$ cat src/rtl/keypad_cipher_array.sv
// Keypad word/key capture with a serial per-digit cipher and a multiplexed 2*DEPTH-position display.
// Define XOR_CIPHER_EN to swap the mod-10 add/subtract cipher for a bitwise XOR cipher.
module keypad_cipher_array #(
    parameter int DEPTH    = 4,
    parameter int DW       = 4,
    parameter int SCAN_DIV = 1024,
    localparam int PW      = $clog2(DEPTH + 1)
) (
    input  logic                 clk,
    input  logic                 rst,
    input  logic [9:0]           num,
    input  logic                 star,
    input  logic                 sharp,
    output logic [2*DEPTH-1:0]   com,
    output logic [DW-1:0]        seg_val,
    output logic [1:0]           mode,
    output logic [PW-1:0]        wptr,
    output logic                 full,
    output logic                 busy
);
    localparam int IW   = (DEPTH > 1) ? $clog2(DEPTH) : 1;
    localparam int PSW  = $clog2(2 * DEPTH);
    localparam int DIVW = $clog2(SCAN_DIV);
    localparam logic [DW-1:0] BLANK = {DW{1'b1}};
`ifndef XOR_CIPHER_EN
    localparam logic [DW:0] TEN = (DW + 1)'(10);
`endif

    typedef enum logic [1:0] {
        ST_WORD = 2'd0,
        ST_KEY  = 2'd1,
        ST_CALC = 2'd2,
        ST_SHOW = 2'd3
    } mode_e;

    mode_e              mode_r;
    logic [PW-1:0]      wptr_r;
    logic [IW-1:0]      idx_r;
    logic               full_r;
    logic               busy_r;
    logic [9:0]         num_q;
    logic               star_q;
    logic               sharp_q;
    logic [DW-1:0]      word_r [DEPTH];
    logic [DW-1:0]      key_r  [DEPTH];
    logic [DW-1:0]      enc_r  [DEPTH];
    logic [DW-1:0]      dec_r  [DEPTH];
    logic [DIVW-1:0]    div_r;
    logic [PSW-1:0]     pos_r;
    logic [2*DEPTH-1:0] com_r;
    logic [DW-1:0]      seg_r;

    logic               star_ev_s;
    logic               sharp_ev_s;
    logic               digit_ev_s;
    logic [DW-1:0]      digit_s;
    logic [2*DEPTH-1:0] com_s;
    logic [DW-1:0]      seg_s;
    logic               lower_s;
    logic [IW-1:0]      didx_s;

    // Returns {enc, dec}; a blank operand blanks both results.
    function automatic logic [2*DW-1:0] cipher(input logic [DW-1:0] w, input logic [DW-1:0] k);
        logic [DW-1:0] e;
        logic [DW-1:0] d;
`ifndef XOR_CIPHER_EN
        logic [DW:0]   s;
`endif
        if (w == BLANK || k == BLANK) begin
            e = BLANK;
            d = BLANK;
        end else begin
`ifdef XOR_CIPHER_EN
            e = w ^ k;
            d = e ^ k;
`else
            s = {1'b0, w} + {1'b0, k};
            e = (s >= TEN) ? DW'(s - TEN) : DW'(s);
            d = (e >= k) ? (e - k) : DW'({1'b0, e} + TEN - {1'b0, k});
`endif
        end
        return {e, d};
    endfunction

    assign star_ev_s  = star & ~star_q;
    assign sharp_ev_s = sharp & ~sharp_q;
    // A digit counts only when it is the sole key held and it was not held last cycle.
    assign digit_ev_s = $onehot(num) && ((num & num_q) == 10'd0) && !star_ev_s && !sharp_ev_s;

    // Encode the single held digit key into its value.
    always_comb begin
        digit_s = {DW{1'b0}};
        for (int k = 0; k < 10; k++) begin
            if (num[k]) begin
                digit_s = DW'(k);
            end else begin
                digit_s = digit_s;
            end
        end
    end

    // Mode FSM, digit buffers and the serial cipher pass.
    always_ff @(posedge clk) begin
        if (rst) begin
            mode_r  <= ST_WORD;
            wptr_r  <= {PW{1'b0}};
            idx_r   <= {IW{1'b0}};
            full_r  <= 1'b0;
            busy_r  <= 1'b0;
            num_q   <= 10'd0;
            star_q  <= 1'b0;
            sharp_q <= 1'b0;
            for (int i = 0; i < DEPTH; i++) begin
                word_r[i] <= BLANK;
                key_r[i]  <= BLANK;
                enc_r[i]  <= BLANK;
                dec_r[i]  <= BLANK;
            end
        end else begin
            num_q   <= num;
            star_q  <= star;
            sharp_q <= sharp;
            case (mode_r)
                ST_WORD, ST_KEY: begin
                    if (sharp_ev_s) begin
                        wptr_r <= {PW{1'b0}};
                        full_r <= 1'b0;
                        for (int i = 0; i < DEPTH; i++) begin
                            if (mode_r == ST_WORD) word_r[i] <= BLANK;
                            else                   key_r[i]  <= BLANK;
                        end
                    end else if (star_ev_s) begin
                        wptr_r <= {PW{1'b0}};
                        full_r <= 1'b0;
                        if (mode_r == ST_WORD) begin
                            mode_r <= ST_KEY;
                        end else begin
                            mode_r <= ST_CALC;
                            idx_r  <= {IW{1'b0}};
                            busy_r <= 1'b1;
                        end
                    end else if (digit_ev_s && !full_r) begin
                        if (mode_r == ST_WORD) word_r[IW'(wptr_r)] <= digit_s;
                        else                   key_r[IW'(wptr_r)]  <= digit_s;
                        wptr_r <= wptr_r + PW'(1);
                        full_r <= (wptr_r == PW'(DEPTH - 1));
                    end else begin
                        wptr_r <= wptr_r;
                    end
                end
                ST_CALC: begin
                    {enc_r[idx_r], dec_r[idx_r]} <= cipher(word_r[idx_r], key_r[idx_r]);
                    if (idx_r == IW'(DEPTH - 1)) begin
                        mode_r <= ST_SHOW;
                        busy_r <= 1'b0;
                        idx_r  <= {IW{1'b0}};
                    end else begin
                        idx_r  <= idx_r + IW'(1);
                    end
                end
                ST_SHOW: begin
                    if (sharp_ev_s || star_ev_s) begin
                        mode_r <= ST_WORD;
                        wptr_r <= {PW{1'b0}};
                        for (int i = 0; i < DEPTH; i++) begin
                            word_r[i] <= BLANK;
                            key_r[i]  <= BLANK;
                            enc_r[i]  <= BLANK;
                            dec_r[i]  <= BLANK;
                        end
                    end else begin
                        mode_r <= ST_SHOW;
                    end
                end
                default: begin
                    mode_r <= ST_WORD;
                end
            endcase
        end
    end

    // Select what the current scan position displays in each mode.
    always_comb begin
        com_s   = {2*DEPTH{1'b1}};
        seg_s   = BLANK;
        lower_s = (pos_r < PSW'(DEPTH));
        didx_s  = lower_s ? IW'(pos_r) : IW'(pos_r - PSW'(DEPTH));
        case (mode_r)
            ST_WORD: begin
                if (lower_s) begin
                    com_s[pos_r] = 1'b0;
                    seg_s        = word_r[didx_s];
                end else begin
                    seg_s        = BLANK;
                end
            end
            ST_KEY: begin
                if (lower_s) begin
                    com_s[pos_r] = 1'b0;
                    seg_s        = key_r[didx_s];
                end else begin
                    seg_s        = BLANK;
                end
            end
            ST_SHOW: begin
                com_s[pos_r] = 1'b0;
                seg_s        = lower_s ? enc_r[didx_s] : dec_r[didx_s];
            end
            default: begin
                seg_s = BLANK;
            end
        endcase
    end

    // Scan divider, position counter and registered display outputs.
    always_ff @(posedge clk) begin
        if (rst) begin
            div_r <= {DIVW{1'b0}};
            pos_r <= {PSW{1'b0}};
            com_r <= {2*DEPTH{1'b1}};
            seg_r <= BLANK;
        end else begin
            if (div_r == DIVW'(SCAN_DIV - 1)) begin
                div_r <= {DIVW{1'b0}};
                pos_r <= (pos_r == PSW'(2 * DEPTH - 1)) ? {PSW{1'b0}} : pos_r + PSW'(1);
            end else begin
                div_r <= div_r + DIVW'(1);
            end
            com_r <= com_s;
            seg_r <= seg_s;
        end
    end

    assign com     = com_r;
    assign seg_val = seg_r;
    assign mode    = mode_r;
    assign wptr    = wptr_r;
    assign full    = full_r;
    assign busy    = busy_r;

endmodule
$ cat config.mk
export PLATFORM = sky130hd
export DESIGN_NAME = keypad_cipher_array
export DESIGN_NICKNAME = d
export VERILOG_FILES = /design/src/rtl/keypad_cipher_array.sv
export SDC_FILE = /design/constraint.sdc
export NUM_CORES = 1
export LEC_CHECK = 0
export ABC_AREA = 1
export BUFFER_PORTS_ARGS = -buffer_cell sky130_fd_sc_hd__buf_2
export CORE_UTILIZATION = 40
export CTS_BUF_LIST = sky130_fd_sc_hd__clkbuf_4
export DETAILED_ROUTE_END_ITERATION = 10
export PLACE_DENSITY = 0.65
export RECOVER_POWER = 100
export REMOVE_ABC_BUFFERS = 1
export SYNTH_ARGS = -nofsm -noshare
export SYNTH_HDL_FRONTEND = slang
export SYNTH_SLANG_ARGS = --single-unit
export TNS_END_PERCENT = 1
$ cat constraint.sdc
create_clock -name clk -period 8.1 [get_ports clk]
set_clock_uncertainty 0.05 [all_clocks]
set_input_delay 0.405 -clock clk [delete_from_list [all_inputs] [get_ports clk]]
set_output_delay 0.405 -clock clk [all_outputs]
set_load 0.05 [all_outputs]
==> impl_metrics.env, run 1 <==
export IMPL_syn_inst=872
export IMPL_design_die_area_mm2=0.0166
export IMPL_maxCapViolations=1
export IMPL_syn_avg_cell_area_um2=7.37
export IMPL_switching_power_w=0.00118
export IMPL_grt_usage_pct=19.6
export IMPL_dr_pass1_iters=5
export IMPL_cts_tree="yes"
export IMPL_rsz0062_at_grt="no"
export IMPL_htree_levels=4
export IMPL_rr_endpoint="dec_r[7]"
export IMPL_relSlewSlack_pct=-16.5
export IMPL_syn_cell_area_mm2=0.00643
export IMPL_critPathSlowestCell="dfxtp_1"
export IMPL_max_stage_delay_ns=0.72
export IMPL_hold_class="primary input to register"
export IMPL_clk_path_buf_depth=2
export IMPL_worst_pin_slew_ns=1.75
export IMPL_drc=0
export IMPL_crit_family="adder cells"
export IMPL_hold_viol_final=0
export IMPL_crit_arrival_ns=5.07
export IMPL_finalSetupViolations=0
export IMPL_clk_latency_ns=0.54
export IMPL_fp_dieH_um=129
export IMPL_drv_slew=39
export IMPL_p_int_w=0.00127
export IMPL_path_class="register to register"
export IMPL_io_pins=33
export IMPL_clk_pin_slew_ns=0.11
export IMPL_layout_area_overhead_vs_synth_pct=7.55
export IMPL_ant_nets=0
export IMPL_cp_start_kind="register"
export IMPL_dpl_instance_area_mm2=0.00672
export IMPL_ys_seq_elements=114
export IMPL_finalWorstSetupSlack_ns=3.41
export IMPL_via_per_inst=4.91
export IMPL_r2r_slack_ns=3.41
export IMPL_finalCritPeriodShare_pct=57.9
export IMPL_drtIter0Drc=468
export IMPL_antenna_found_initial=0
export IMPL_wl_per_cell_um=13.4
export IMPL_num_antenna_cells=0
export IMPL_synthArstFlopShare_pct=0
export IMPL_wl_um=15100
export IMPL_die_x_um=129
export IMPL_postCtsSetupBuffers=0
export IMPL_numCtsBuffers=17
export IMPL_cellPowerDensity_mw_per_mm2=354
export IMPL_start_util_pct=41.7
export IMPL_ys_seq_area_share_pct=40.5
export IMPL_violations="capacitance limit, slew limit"
export IMPL_status="finished with violations"
export IMPL_core_area_mm2=0.0154
export IMPL_synth_cell_types=39
export IMPL_crit_buf_inv=6
export IMPL_fin_area_mm2=0.00691
export IMPL_p_clk_share_pct=16.9
export IMPL_critPathCaptureType="register"
export IMPL_first_global_vias=5163
export IMPL_dp_slack_ns=3.52
export IMPL_drive_gt1_share_pct=7.32
export IMPL_grt_ovfl_total=0
export IMPL_rr_worst_depth=27
export IMPL_fmaxAchievable_mhz=213
export IMPL_holdWs_ns=0.0477
export IMPL_grt_max_degree=39
export IMPL_ys_warn_count=0
export IMPL_leakage_nw=3.28
export IMPL_grt_pass1_wl_um=25100
export IMPL_gp_congestion=0.865
export IMPL_fin_crit_ns=4.69
export IMPL_rows=45
export IMPL_min_path_cells=3
export IMPL_fin_util_pct=44.8
export IMPL_p_comb_share_pct=54.2
export IMPL_p_sw_share_pct=48.2
export IMPL_setup_tns_ns=0
export IMPL_cts_sinks=114
export IMPL_cp_max_fo=17
export IMPL_hpwl_um=11300
export IMPL_hold_start="sharp"
export IMPL_cp_required_ns=8.49
export IMPL_nets=952
export IMPL_root_buffer="clkbuf_4"
export IMPL_synthFlopType="dfxtp_1"
export IMPL_min_to="sharp_q"
export IMPL_num_vias=5527
export IMPL_numPortBuffers=32
export IMPL_synth_enable_flop_cells=32
export IMPL_worst_path_most_repeated_cell="nand2_1"
export IMPL_seqPwrFrac_pct=28.9
export IMPL_ir_drop_uv=169
[metal layers]
layer	vias up	routed length (µm)	GRT usage, %
li1	2865	-	-
met1	2489	7210	25.0
met2	138	6780	31.9
met3	35	731	4.78
met4	0	363	7.82
met5	-	0	0
[power groups by stage]
| stage | clock network (W) | logic [W] | registers (W) |
|---|---|---|---|
| final | 0.000414 | 0.00132 | 0.000706 |
| after global routing | 0.000448 | 0.00154 | 0.000713 |
| after floorplan | 0 | 0.00101 | 0.000833 |
| after CTS | 0.000423 | 0.00143 | 0.000705 |
| after global placement | 0 | 0.00141 | 0.000717 |
| after detailed placement | 0 | 0.00143 | 0.000717 |
[logic make-up (layout without fill, tap and decap cells)]
| kind of cell | count (synthesis) | after routing | synth area share (%) |
|---|---|---|---|
| compound gates | 114 | 114 | 9.75 |
| simple gates | 440 | 440 | 30.4 |
| flops | 114 | 114 | 40.5 |
| buf+inv | 162 | 205 | 10.4 |
| xor+xnor | 6 | 6 | 0.818 |
| fa+ha+maj | 36 | 36 | 8.18 |
[how the worst max path moves through the flow]
| stage | end | cells after the start | slack [ns] |
|---|---|---|---|
| floorplan | dec_r[11] | 27 | 4.02 |
| global placement | dec_r[15] | 27 | 3.62 |
| detailed placement | dec_r[7] | 27 | 3.52 |
| CTS | dec_r[7] | 27 | 3.50 |
| global route | dec_r[6] | 25 | 2.81 |
| finish | dec_r[7] | 27 | 3.41 |
[cells in the final DEF (no fill, tap or decap), types with 10 or more instances in the layout]
cell / instances
o22ai_1: 18
dfxtp_1: 82
buf_2: 11
ha_1: 26
a21oi_1: 23
inv_1: 126
nand2_1: 259
fa_1: 10
clkbuf_4: 21
nor2_1: 72
nand3_1: 56
o21ai_0: 61
edfxtp_1: 32
nand4_1: 21
clkbuf_1: 22
[registers in the layout, indices dropped and copies added, names as in the netlist, 4 cells and up, named ones only]
name	count
com	8
div_r	10
key_r	16
enc_r	16
seg_val	4
dec_r	16
num_q	10
word_r	16
[tightest hold or removal path, cell delays in order]
cell    delay [ns]
buf_2         0.08
inv_2         0.04
nor2_1        0.07
[cell type report]
type                       instances  area [µm²]
clock buffer                      21         158
clock inverter                    11         116
fill                            1636        8520
inverter                         139         527
multi-input combinational        596        3100
sequential                       114        2600
tap                              211         264
timing repair buffer              34         148
[repair_timing]
action,CTS,global route
endpoints found under the hold margin,1,0
hold buffers,1,0
gates resized for setup,0,0
[Yosys cell counts (2+ instances only)]
cell type / number / share of area, %
a31oi_1: 2 / 0.19
clkbuf_1: 10 / 0.58
dfxtp_1: 82 / 26
nand4_1: 21 / 2.0
a211oi_1: 3 / 0.35
nand2_1: 258 / 15
nand2_2: 7 / 0.68
nand3b_1: 6 / 0.70
clkinv_1: 3 / 0.18
o21ai_0: 61 / 4.8
edfxtp_1: 32 / 15
inv_2: 9 / 0.53
nand3_2: 4 / 0.62
nand3_4: 4 / 1.1
nor3_1: 8 / 0.62
buf_6: 2 / 0.35
xnor2_1: 2 / 0.27
xor2_1: 4 / 0.55
o221ai_1: 4 / 0.55
a21oi_1: 23 / 1.8
buf_2: 7 / 0.55
buf_8: 2 / 0.47
ha_1: 26 / 5.1
nor3b_1: 2 / 0.23
nor2_1: 71 / 4.1
nor2_4: 2 / 0.35
nor2_2: 2 / 0.19
nand3_1: 52 / 4.0
o22ai_1: 18 / 1.8
inv_1: 126 / 7.4
buf_4: 2 / 0.23
fa_1: 10 / 3.1
[stage by stage]
stage | total power (W) | instances
floorplan | 0.00184 | 849
global placement | 0.00213 | 1093
detailed placement | 0.00215 | 1093
CTS | 0.00256 | 1126
global route | 0.00270 | 1126
finish | 0.00244 | 1126
Power figures use the tool's default switching activity.
==> run 2: changes to the inputs <==
--- a/config.mk
+++ b/config.mk
@@ -5,12 +5,12 @@
 export SDC_FILE = /design/constraint.sdc
 export NUM_CORES = 1
 export LEC_CHECK = 0
-export ABC_AREA = 1
+export ABC_AREA = 0
 export BUFFER_PORTS_ARGS = -buffer_cell sky130_fd_sc_hd__buf_2
 export CORE_UTILIZATION = 40
 export CTS_BUF_LIST = sky130_fd_sc_hd__clkbuf_4
 export DETAILED_ROUTE_END_ITERATION = 10
-export PLACE_DENSITY = 0.65
+export PLACE_DENSITY = 0.67
 export RECOVER_POWER = 100
 export REMOVE_ABC_BUFFERS = 1
 export SYNTH_ARGS = -nofsm -noshare
==> constraint.sdc (replaced) <==
create_clock -name clk -period 4 [get_ports clk]
set_clock_uncertainty 0.05 [all_clocks]
set_input_delay 0.2 -clock clk [delete_from_list [all_inputs] [get_ports clk]]
set_output_delay 0.2 -clock clk [all_outputs]
set_load 0.05 [all_outputs]
==> run 2 against run 1 <==
  * The run ends with setup timing left
  * Cell count decreased by 23%
  * Non-clock buffer count increased by 64
  * Synthesized cell count decreased by 33%
  * Sequential share of layout area decreased by 0.84 points
  * Synthesized area decreased by 7.5%
  * Sequential cell count unchanged
  * Global-route usage increased by 0.55 points
  * Worst setup slack got worse by 3.8 ns
  * Clock power increased by 67%
==> impl_metrics.env, run 2 <==
export IMPL_cp_depth=16
export IMPL_holdWs_ns=0.0459
export IMPL_synthArstFlopShare_pct=0
export IMPL_rr_endpoint="dec_r[10]"
export IMPL_cp_required_ns=4.39
export IMPL_yosys_top_cells_count="dfxtp_1 (82), nand2_1 (55), nor2_1 (40)"
export IMPL_gp_congestion=0.947
export IMPL_nFillCells=1368
export IMPL_finalSetupViolations=12
export IMPL_fin_util_pct=48.7
export IMPL_synth_cell_types=62
export IMPL_max_stage_delay_ns=0.54
export IMPL_worstSetupStartpoint="word_r[3][0]"
export IMPL_min_path_cells=3
export IMPL_start_util_pct=40.9
export IMPL_crit_chain="mux4_2 > ha_4 > inv_2 > fa_1 > ha_2 > a21boi_1 > o311ai_1 > buf_4 > buf_6 > mux2i_4 > ha_4 > inv_2 > fa_1 > o22ai_1 > a221o_1 > o22a_1"
export IMPL_htree_levels=4
export IMPL_violations="setup timing"
export IMPL_ant_nets=0
export IMPL_fin_area_mm2=0.00708
export IMPL_root_buffer="clkbuf_4"
export IMPL_critPathCaptureType="register"
export IMPL_design_die_area_mm2=0.0154
export IMPL_netlist_top_cell_by_area="dfxtp_1"
export IMPL_path_class="register to register"
export IMPL_crit_end="dec_r[10]"
export IMPL_wl_um=14500
export IMPL_r2r_start="word_r[3][0]"
export IMPL_cellPowerDensity_mw_per_mm2=380
export IMPL_crit_buf_inv=4
export IMPL_grt_pass1_wl_um=23300
export IMPL_ir_drop_uv=181
export IMPL_numCtsBuffers=17
export IMPL_worst_pin_slew_ns=1.05
export IMPL_numPortBuffers=32
export IMPL_cp_max_fo=4
export IMPL_grt_usage_pct=20.2
export IMPL_cp_start_kind="register"
export IMPL_met3_length_um=606
export IMPL_clk_path_buf_depth=2
export IMPL_maxCapViolations=0
export IMPL_core_area_mm2=0.0145
export IMPL_top_layer_used="met4"
export IMPL_die_x_um=124
export IMPL_crit_family="adder cells"
export IMPL_clk_pin_slew_ns=0.11
export IMPL_clk_latency_ns=0.53
export IMPL_m1WireLength_um=6300
export IMPL_num_vias=4796
export IMPL_antenna_found_initial=1
export IMPL_rr_worst_depth=16
export IMPL_drive_gt1_share_pct=20.0
export IMPL_dpl_instance_area_mm2=0.00661
export IMPL_finalWorstSetupSlack_ns=-0.370
export IMPL_ys_seq_elements=114
export IMPL_first_global_vias=4836
export IMPL_hpwl_um=10500
export IMPL_status="finished with violations"
export IMPL_dr_pass1_iters=6
export IMPL_drc=0
export IMPL_layout_area_overhead_vs_synth_pct=19.0
export IMPL_finalCritPeriodShare_pct=109
export IMPL_cts_tree="yes"
export IMPL_syn_cell_area_mm2=0.00595
export IMPL_wl_per_cell_um=16.7
export IMPL_cts_sinks=114
export IMPL_grt_ovfl_total=0
export IMPL_synth_enable_flop_cells=32
export IMPL_nets=723
export IMPL_fp_dieH_um=124
export IMPL_synthFlopType="dfxtp_1"
export IMPL_layout_commonest_cell="dfxtp_1"
export IMPL_r2r_slack_ns=-0.37
export IMPL_layout_common_cells="dfxtp_1 (81), nand2_1 (55), buf_4 (46), nor2_1 (40), inv_1 (33)"
export IMPL_hold_viol_final=0
export IMPL_crit_arrival_ns=4.76
export IMPL_regArea_mm2=0.00261
export IMPL_syn_inst=580
export IMPL_leakage_nw=2.60
export IMPL_via_per_inst=5.51
export IMPL_rows=44
export IMPL_synth_most_common_cell="dfxtp_1"
export IMPL_relSlewSlack_pct=29.8
export IMPL_fmaxAchievable_mhz=229
export IMPL_ys_seq_area_share_pct=43.8
export IMPL_synth_area_leaders="dfxtp_1 (28%), edfxtp_1 (16%), mux4_2 (6.1%)"
export IMPL_hold_class="primary input to register"
export IMPL_syn_avg_cell_area_um2=10.3
export IMPL_synth_top_area_share_pct=27.6
export IMPL_rsz0062_at_grt="yes"
export IMPL_grt_max_degree=55
export IMPL_critPathSlowestCell="fa_1"
export IMPL_multi_input_area_mm2=0.00323
export IMPL_drv_slew=0
export IMPL_drtIter0Drc=416
export IMPL_io_pins=33
export IMPL_fin_crit_ns=4.37
export IMPL_dr_wl_met2_um=7340
export IMPL_ys_warn_count=0
-- run 2: layer usage --
metal | track usage [%] | vias up
met5 | 0 | -
met4 | 8.33 | 0
met3 | 5.04 | 22
met2 | 34.3 | 117
met1 | 24.3 | 2344
li1 | - | 2313
-- run 2: per-stage QoR --
step	setup WS, ns	total power (W)	TNS, ns	cells
2_1_floorplan	-0.843	0.00181	-10.11	556
3_3_place_gp	-0.403	0.00200	-21.45	823
3_5_place_dp	-0.529	0.00202	-30.33	823
4_1_cts	-0.335	0.00271	-1.67	868
5_1_grt	-0.526	0.00282	-4.07	871
6_report	-0.370	0.00269	-2.25	871
-- run 2: where the power goes --
| part | switching, W | internal, W |
|---|---|---|
| Clock | 0.000418 | 0.000274 |
| Combinational | 0.000510 | 0.000192 |
| Sequential | 0.0000393 | 0.00125 |
| Total | 0.000968 | 0.00172 |
-- run 2: worst reg2reg max path, stage by stage (launching register included) --
cell and delay (ns):
edfxtp_1 0.40, mux4_2 0.53, ha_4 0.19, inv_2 0.05, fa_1 0.44, ha_2 0.20, a21boi_1 0.12, o311ai_1 0.22
buf_4 0.20, buf_6 0.11, mux2i_4 0.27, ha_4 0.18, inv_2 0.04, fa_1 0.54, o22ai_1 0.11, a221o_1 0.39
o22a_1 0.23
-- run 2: cells by family after synthesis --
kind of cell | after synthesis | synth area share, %
buffers and inverters | 62 | 4.19
XOR/XNOR | 13 | 1.91
multiplexers | 30 | 8.50
adder cells (fa/ha/maj) | 36 | 8.84
flip-flops | 114 | 43.8
AO/OA/AOI/OAI | 122 | 15.0
AND/OR/NAND/NOR | 203 | 17.8
-- run 2: what timing repair did --
| action | in CTS | in global routing |
|---|---|---|
| endpoints found under the hold margin | 11 | 0 |
| buffers inserted | 2 | 2 |
| cloned | 0 | 0 |
| gates resized for setup | 20 | 16 |
| endpoints found under the setup margin | 12 | 21 |
| hold buffers | 11 | 0 |
| pin swaps | 10 | 12 |
-- run 2: how the worst min path moves through the flow --
stage / startpoint / slack (ns) / to
floorplan: rst / 0.22 / full
global placement: star / 0.39 / star_q
detailed placement: star / 0.40 / star_q
CTS: num[8] / 0.02 / num_q[8]
global route: num[8] / 0.03 / num_q[8]
finish: num[8] / 0.05 / num_q[8]
-- run 2: cell type report --
class / count / share of cell area, %
Multi-Input combinational cell: 404 / 45.7
Timing Repair Buffer: 98 / 9.12
Clock buffer: 23 / 2.44
Clock inverter: 9 / 0.601
Tap cell: 184 / 3.25
Antenna cell: 1 / 0.0353
Inverter: 38 / 2.05
Sequential cell: 114 / 36.8
